## config.mk

```make
export PLATFORM = sky130hd
export DESIGN_NAME = id_exe_stage_reg
export DESIGN_NICKNAME = d
export VERILOG_FILES = /design/src/rtl/id_exe_pkg.sv /design/src/rtl/id_exe_stage_reg_sat_counter.sv /design/src/rtl/id_exe_stage_reg.sv
export SDC_FILE = /design/constraint.sdc
export NUM_CORES = 1
export LEC_CHECK = 0
export CAP_MARGIN = 30
export CORE_ASPECT_RATIO = 0.9
export CORE_UTILIZATION = 25
export DETAILED_ROUTE_END_ITERATION = 8
export PLACE_DENSITY = 0.54
export SYNTH_ARGS = -nofsm -noshare
export SYNTH_HDL_FRONTEND = slang
export SYNTH_SLANG_ARGS = --single-unit
export TNS_END_PERCENT = 10
```

## constraint.sdc

```tcl
create_clock -name clk -period 2.6 [get_ports clk]
set_input_delay 0.26 -clock clk [delete_from_list [all_inputs] [get_ports clk]]
set_output_delay 0.26 -clock clk [all_outputs]
set_load 0.02 [all_outputs]
```

## src/rtl/id_exe_pkg.sv

```systemverilog
`default_nettype none
// ============================================================================
// Module   : id_exe_pkg
// Purpose  : Shared widths, control-field layout and bubble-gating mask for
//            the ID/EXE pipeline register.
// Revision : 1.0  initial release
// ============================================================================
package id_exe_pkg;

    localparam int DEFAULT_DATA_W     = 16;
    localparam int DEFAULT_REG_ADDR_W = 3;
    localparam int DEFAULT_ALUOP_W    = 3;
    localparam int DEFAULT_CNT_W      = 16;

    // Fixed low-order control fields, LSB first.
    localparam int ALUSRC1_BIT = 0;
    localparam int ALUSRC2_BIT = 1;
    localparam int WB_BIT      = 2;
    localparam int MEMW_BIT    = 3;
    localparam int MEMR_BIT    = 4;
    localparam int ALUOP_LSB   = 5;

    localparam int MASK_MAX_W  = 64;

    function automatic int ctrl_w(input int reg_addr_w, input int aluop_w);
        return reg_addr_w + aluop_w + 6;
    endfunction

    function automatic int regwr_bit(input int aluop_w);
        return ALUOP_LSB + aluop_w;
    endfunction

    function automatic int rd2_lsb(input int aluop_w);
        return ALUOP_LSB + aluop_w + 1;
    endfunction

    localparam int REGWR_BIT = regwr_bit(DEFAULT_ALUOP_W);
    localparam int RD2_LSB   = rd2_lsb(DEFAULT_ALUOP_W);

    // Bits that cause architectural side effects; cleared on bubbles.
    function automatic logic [MASK_MAX_W-1:0] side_effect_mask(input int aluop_w);
        logic [MASK_MAX_W-1:0] m;
        m = '0;
        m[regwr_bit(aluop_w)] = 1'b1;
        m[MEMR_BIT]           = 1'b1;
        m[MEMW_BIT]           = 1'b1;
        m[WB_BIT]             = 1'b1;
        return m;
    endfunction

    localparam logic [MASK_MAX_W-1:0] SIDE_EFFECT_MASK = side_effect_mask(DEFAULT_ALUOP_W);

endpackage
`default_nettype wire

```

## src/rtl/id_exe_stage_reg_sat_counter.sv

```systemverilog
`default_nettype none
// ============================================================================
// Module   : sat_counter
// Purpose  : Saturating up-counter with synchronous active-high reset.
// Revision : 1.0  initial release
// ============================================================================
module sat_counter #(
    parameter int W = 16
) (
    input  logic         clk,
    input  logic         rst,
    input  logic         inc,
    output logic [W-1:0] count
);

    logic [W-1:0] r_count;

    always_ff @(posedge clk) begin
        if (rst) begin
            r_count <= '0;
        end else if (inc && (r_count != {W{1'b1}})) begin
            r_count <= r_count + 1'b1;
        end
    end

    assign count = r_count;

endmodule
`default_nettype wire

```

## src/rtl/id_exe_stage_reg.sv

```systemverilog
`default_nettype none
// ============================================================================
// Module   : id_exe_stage_reg
// Purpose  : ID/EXE pipeline register with valid/ready handshake, one-entry
//            skid buffer, synchronous flush and saturating statistics.
// Revision : 1.0  initial release
// ============================================================================
module id_exe_stage_reg
    import id_exe_pkg::*;
#(
    parameter int DATA_W     = DEFAULT_DATA_W,
    parameter int REG_ADDR_W = DEFAULT_REG_ADDR_W,
    parameter int ALUOP_W    = DEFAULT_ALUOP_W,
    parameter int CNT_W      = DEFAULT_CNT_W,
    localparam int CTRL_W    = ctrl_w(REG_ADDR_W, ALUOP_W)
) (
    input  logic              clk,
    input  logic              rst,
    input  logic              flush,
    input  logic              in_valid,
    output logic              in_ready,
    input  logic [CTRL_W-1:0] ctrl_in,
    input  logic [DATA_W-1:0] imm_in,
    input  logic [DATA_W-1:0] bus1_in,
    input  logic [DATA_W-1:0] bus2_in,
    output logic              out_valid,
    input  logic              out_ready,
    output logic [CTRL_W-1:0] ctrl_out,
    output logic [DATA_W-1:0] imm_out,
    output logic [DATA_W-1:0] bus1_out,
    output logic [DATA_W-1:0] bus2_out,
    output logic [CNT_W-1:0]  stall_cnt,
    output logic [CNT_W-1:0]  flush_cnt
);

    localparam int                c_PAY_W   = CTRL_W + 3 * DATA_W;
    localparam logic [CTRL_W-1:0] c_SE_MASK = CTRL_W'(side_effect_mask(ALUOP_W));

    logic               r_m_valid;
    logic               r_s_valid;
    logic [c_PAY_W-1:0] r_m_pay;
    logic [c_PAY_W-1:0] r_s_pay;

    logic               w_accept;
    logic               w_drain;
    logic [c_PAY_W-1:0] w_in_pay;
    logic [CTRL_W-1:0]  w_m_ctrl;

    assign w_in_pay = {ctrl_in, imm_in, bus1_in, bus2_in};
    assign w_accept = in_valid && !r_s_valid;
    assign w_drain  = r_m_valid && out_ready;

    always_ff @(posedge clk) begin
        if (rst) begin
            r_m_valid <= 1'b0;
            r_s_valid <= 1'b0;
            r_m_pay   <= '0;
            r_s_pay   <= '0;
        end else if (flush) begin
            // Payload is kept; only the valid bits are squashed.
            r_m_valid <= 1'b0;
            r_s_valid <= 1'b0;
        end else if (!r_m_valid || w_drain) begin
            if (r_s_valid) begin
                r_m_pay   <= r_s_pay;
                r_m_valid <= 1'b1;
                r_s_valid <= 1'b0;
            end else if (w_accept) begin
                r_m_pay   <= w_in_pay;
                r_m_valid <= 1'b1;
            end else begin
                r_m_valid <= 1'b0;
            end
        end else if (w_accept) begin
            r_s_pay   <= w_in_pay;
            r_s_valid <= 1'b1;
        end
    end

    assign in_ready  = !r_s_valid;
    assign out_valid = r_m_valid;

    assign w_m_ctrl  = r_m_pay[c_PAY_W-1 -: CTRL_W];
    assign ctrl_out  = r_m_valid ? w_m_ctrl : (w_m_ctrl & ~c_SE_MASK);
    assign imm_out   = r_m_pay[3*DATA_W-1 -: DATA_W];
    assign bus1_out  = r_m_pay[2*DATA_W-1 -: DATA_W];
    assign bus2_out  = r_m_pay[DATA_W-1:0];

    sat_counter #(.W(CNT_W)) u_stall_cnt (
        .clk   (clk),
        .rst   (rst),
        .inc   (r_m_valid && !out_ready),
        .count (stall_cnt)
    );

    sat_counter #(.W(CNT_W)) u_flush_cnt (
        .clk   (clk),
        .rst   (rst),
        .inc   (flush),
        .count (flush_cnt)
    );

endmodule
`default_nettype wire
```

==> summary.txt <==
Run status
  • Status: finished, final reports clean

Floorplanning
  • Die Width: 177 um
  • DIE HEIGHT: 159 um
  • Cell Rows: 57
  • Starting density of the core: approximately a quarter
  • Core area: 27000 um2
  • Die area: 28100 um2
  • IO Pins: 159

Pwr
  • Sw Share: roughly a quarter
  • Int Pwr: 4.49 mW
  • P_leak: 2.89 nW
  • Logic pwr share: 9.6%
  • Sequential Power Share: 42.3%
  • Clock power share: 48.1%
  • Sw power: 1.38 mW
  • Worst vdd ir: 0.369 mV
  • PD cells: ~650 nW/um2

Route
  • Router iterations before antenna repair: 5
  • Residual DRC count: 0
  • DR iter-0 viols: 317
  • Via density: about 4.6
  • Vias: 5646
  • Post-DRT Antenna Nets: 0
  • Wire per inst: 14.1 um
  • Post-detailed-routing wire length: 17400 um

Worst hold path
  • Worst Hold End: u_stall_cnt.count[10]$_SDFFE_PP0P_
  • Hold path cells: 2
  • Hold Startpoint: rst
  • HP Class: in -> reg

Synthesis
  • Predominant post-synthesis flop cell: dfxtp_1
  • FF+latch count, synth: around 150
  • Number of synthesized flops with an enable pin: 0
  • Syn_area_per_cell: 8.67 um2
  • Most numerous cell in the Yosys netlist: dfxtp_1
  • Seq/Total Area, Yosys: 44.9%
  • Mapped Area: 6860 um2
  • Ranking of synthesized cells by area: dfxtp_1 (45%), mux2i_1 (9.3%), nand2_1 (7.1%)
  • Mapped Cells: 792
  • Synthesized Nets: 859
  • Synth Warn #: 0
  • Share of flip-flops with an asynchronous set or reset: 0%
  • Yosys top cell area share: 44.9%
  • Synth cell count leaders: dfxtp_1 (154), nand2_1 (130), a21oi_1 (80)
  • Netlist cell types: 42
  • Yosys top cell by area: dfxtp_1

Critical path
  • Crit-path max cell delay: ~430 ps
  • Crit. End Element: flop
  • Reg2Reg Capture Point: u_flush_cnt.count[0]$_SDFFE_PP0P_
  • Critical path's top delay family: simple AND/OR/NAND/NOR gates
  • FF-to-FF path depth: 5
  • CP Class: reg -> reg
  • Critical-path top delay cell: nor4_4
  • Crit-path max FO: 5
  • Worst Path Arrival: 2300 ps
  • Data required, critical path: 2900 ps
  • Crit path cell chain: ha_1 > nand4_1 > nor4_4 > nor2b_1 > mux2_1
  • R2R Setup Slk: 600 ps
  • Reg2reg start: u_flush_cnt.count[0]$_SDFFE_PP0P_
  • Crit start category: flop
  • Worst path bufs/invs: 0

Timing
  • Final setup vio count: 0
  • Tcrit/Tclk final: 76.9%
  • Clock Skew: ~11 ps
  • Setup_tns: 0 ps
  • Min Tclk post-route: ~2000 ps
  • Final hold violations: 0
  • WHS: 240 ps
  • Worst slew pin tran: around 500 ps
  • RSZ-0062 raised after global routing: false
  • Fmax: 500 MHz
  • Final Slew Violations: 0
  • Rel. slew slack: 66.0%

Clock network
  • Post-CTS Setup Bufs: 0
  • Clock slew at reported path FFs: 60 ps
  • CTS-repair resized insts: 0
  • Clock latency on the worst-skew pair: 420 ps
  • CTS tree: built
  • Num Clock Sinks: 154
  • CTS Root Cell: clkbuf_16
  • CTS Buf Count: 17
  • CTS hold repair buffers: 0
  • # H-tree levels: 4
  • CTS max path bufs: 2

Layout
  • Share of cells above drive strength 1: around 6.6%
  • Fin cells: around 1200
  • # diodes: 0
  • # nets final: between 900 and 1000
  • Area Overhead vs Synth: 32.1%

Global routing
  • Initial antenna violation count: 1
  • Total gr overflow: 0
  • Gr usage total: 12.7%
  • Vias in the first global route: 5125
  • Largest net degree at the start of global routing: 73
  • First-pass GRT wire length: roughly 28000 um

Place
  • Routability cong.: 0.768
  • Buffers on Ports: 158
  • Placed Instances: 1207
  • HPWL Detailed: approximately 11000 um

Run
  • Max-cap violation count: 0
==> area by class of cell <==
class	count	area [um2]
Clock inverter	12	210
Timing Repair Buffer	171	1740
Fill cell	2798	17900
Sequential cell	154	3090
Tap cell	354	443
Inverter	7	26.3
Clock buffer	20	457
Multi-Input combinational cell	521	3110
==> cell usage in the layout (no fill, tap or decap), drive strengths merged, types with 2 or more instances in the layout <==
cell type	netlist	routed
bufinv	0	5
nor2	71	71
ha	2	2
nand3	9	9
clkbuf	31	20
clkinvlp	0	3
and4	2	2
o31ai	10	10
a21oi	80	80
inv	7	11
o21ai	9	9
nand2b	5	5
a211oi	64	64
and4b	2	2
nor3	12	12
or4	9	9
mux2	2	2
or3	8	8
and2	6	6
nor4	6	6
nand4	12	12
clkdlybuf4s50	0	157
mux2i	64	64
nand2	130	130
and3	4	4
or2	3	3
nor2b	4	4
buf	79	14
dfxtp	154	154
==> how the worst max path moves through the flow <==
| stage | from | end | slack, ps | cells after the start |
|---|---|---|---|---|
| after floorplan | u_flush_cnt.count[0]$_SDFFE_PP0P_ | u_flush_cnt.count[0]$_SDFFE_PP0P_ | 750 | 5 |
| after global placement | flush | u_flush_cnt.count[9]$_SDFFE_PP0P_ | 460 | 5 |
| after detailed placement | flush | u_flush_cnt.count[7]$_SDFFE_PP0P_ | 450 | 5 |
| after CTS | u_flush_cnt.count[0]$_SDFFE_PP0P_ | u_flush_cnt.count[0]$_SDFFE_PP0P_ | 570 | 5 |
| after global routing | u_flush_cnt.count[0]$_SDFFE_PP0P_ | u_flush_cnt.count[0]$_SDFFE_PP0P_ | 380 | 5 |
| final | u_flush_cnt.count[0]$_SDFFE_PP0P_ | u_flush_cnt.count[0]$_SDFFE_PP0P_ | 600 | 5 |
==> metal layers <==
| metal | global-route usage, % | share of wire, % | up-vias |
|---|---|---|---|
| met1 | 16.8 | 48 | 2620 |
| met3 | 4.30 | 5.9 | 10 |
| met4 | 3.17 | 0.81 | 2 |
| met5 | 0 | 0.075 | - |
| li1 | - | - | 2884 |
| met2 | 19.6 | 46 | 130 |
==> stage by stage <==
step           total power, mW  setup slack, ps  cell area (um2)  util, %
2_1_floorplan             2.88              747             6860        -
6_report                  5.87              600             9070     33.6
3_5_place_dp              3.11              448             8400     31.2
3_3_place_gp              3.10              458             8400     31.2
4_1_cts                   5.96              569             9070     33.6
5_1_grt                   6.12              383             9070     33.6
==> state kept, by name, summed over array words and instances, names as in the netlist <==
signal,count
out_valid,1
r_m_pay,60
u_flush_cnt.count,16
u_stall_cnt.count,16
r_s_pay,60
r_s_valid,1
==> power groups by stage <==
| stage | clock (mW) | combinational, mW | sequential, mW |
|---|---|---|---|
| after CTS | 2.91 | 0.574 | 2.48 |
| after global placement | 0 | 0.567 | 2.53 |
| after floorplan | 0 | 0.358 | 2.53 |
| after global routing | 3.02 | 0.612 | 2.49 |
| after detailed placement | 0 | 0.573 | 2.53 |
| final | 2.82 | 0.565 | 2.48 |
==> cells by family (layout without fill, tap and decap cells) <==
group           Yosys count  in the layout  synth area share [%]
mux                      66             66                  9.66
compound gates          168            168                  15.2
buf+inv                 117            210                  9.97
simple gates            285            285                  19.9
fa+ha+maj                 2              2                 0.365
flops                   154            154                  44.9
No activity file was read; power rests on OpenSTA's default activity.
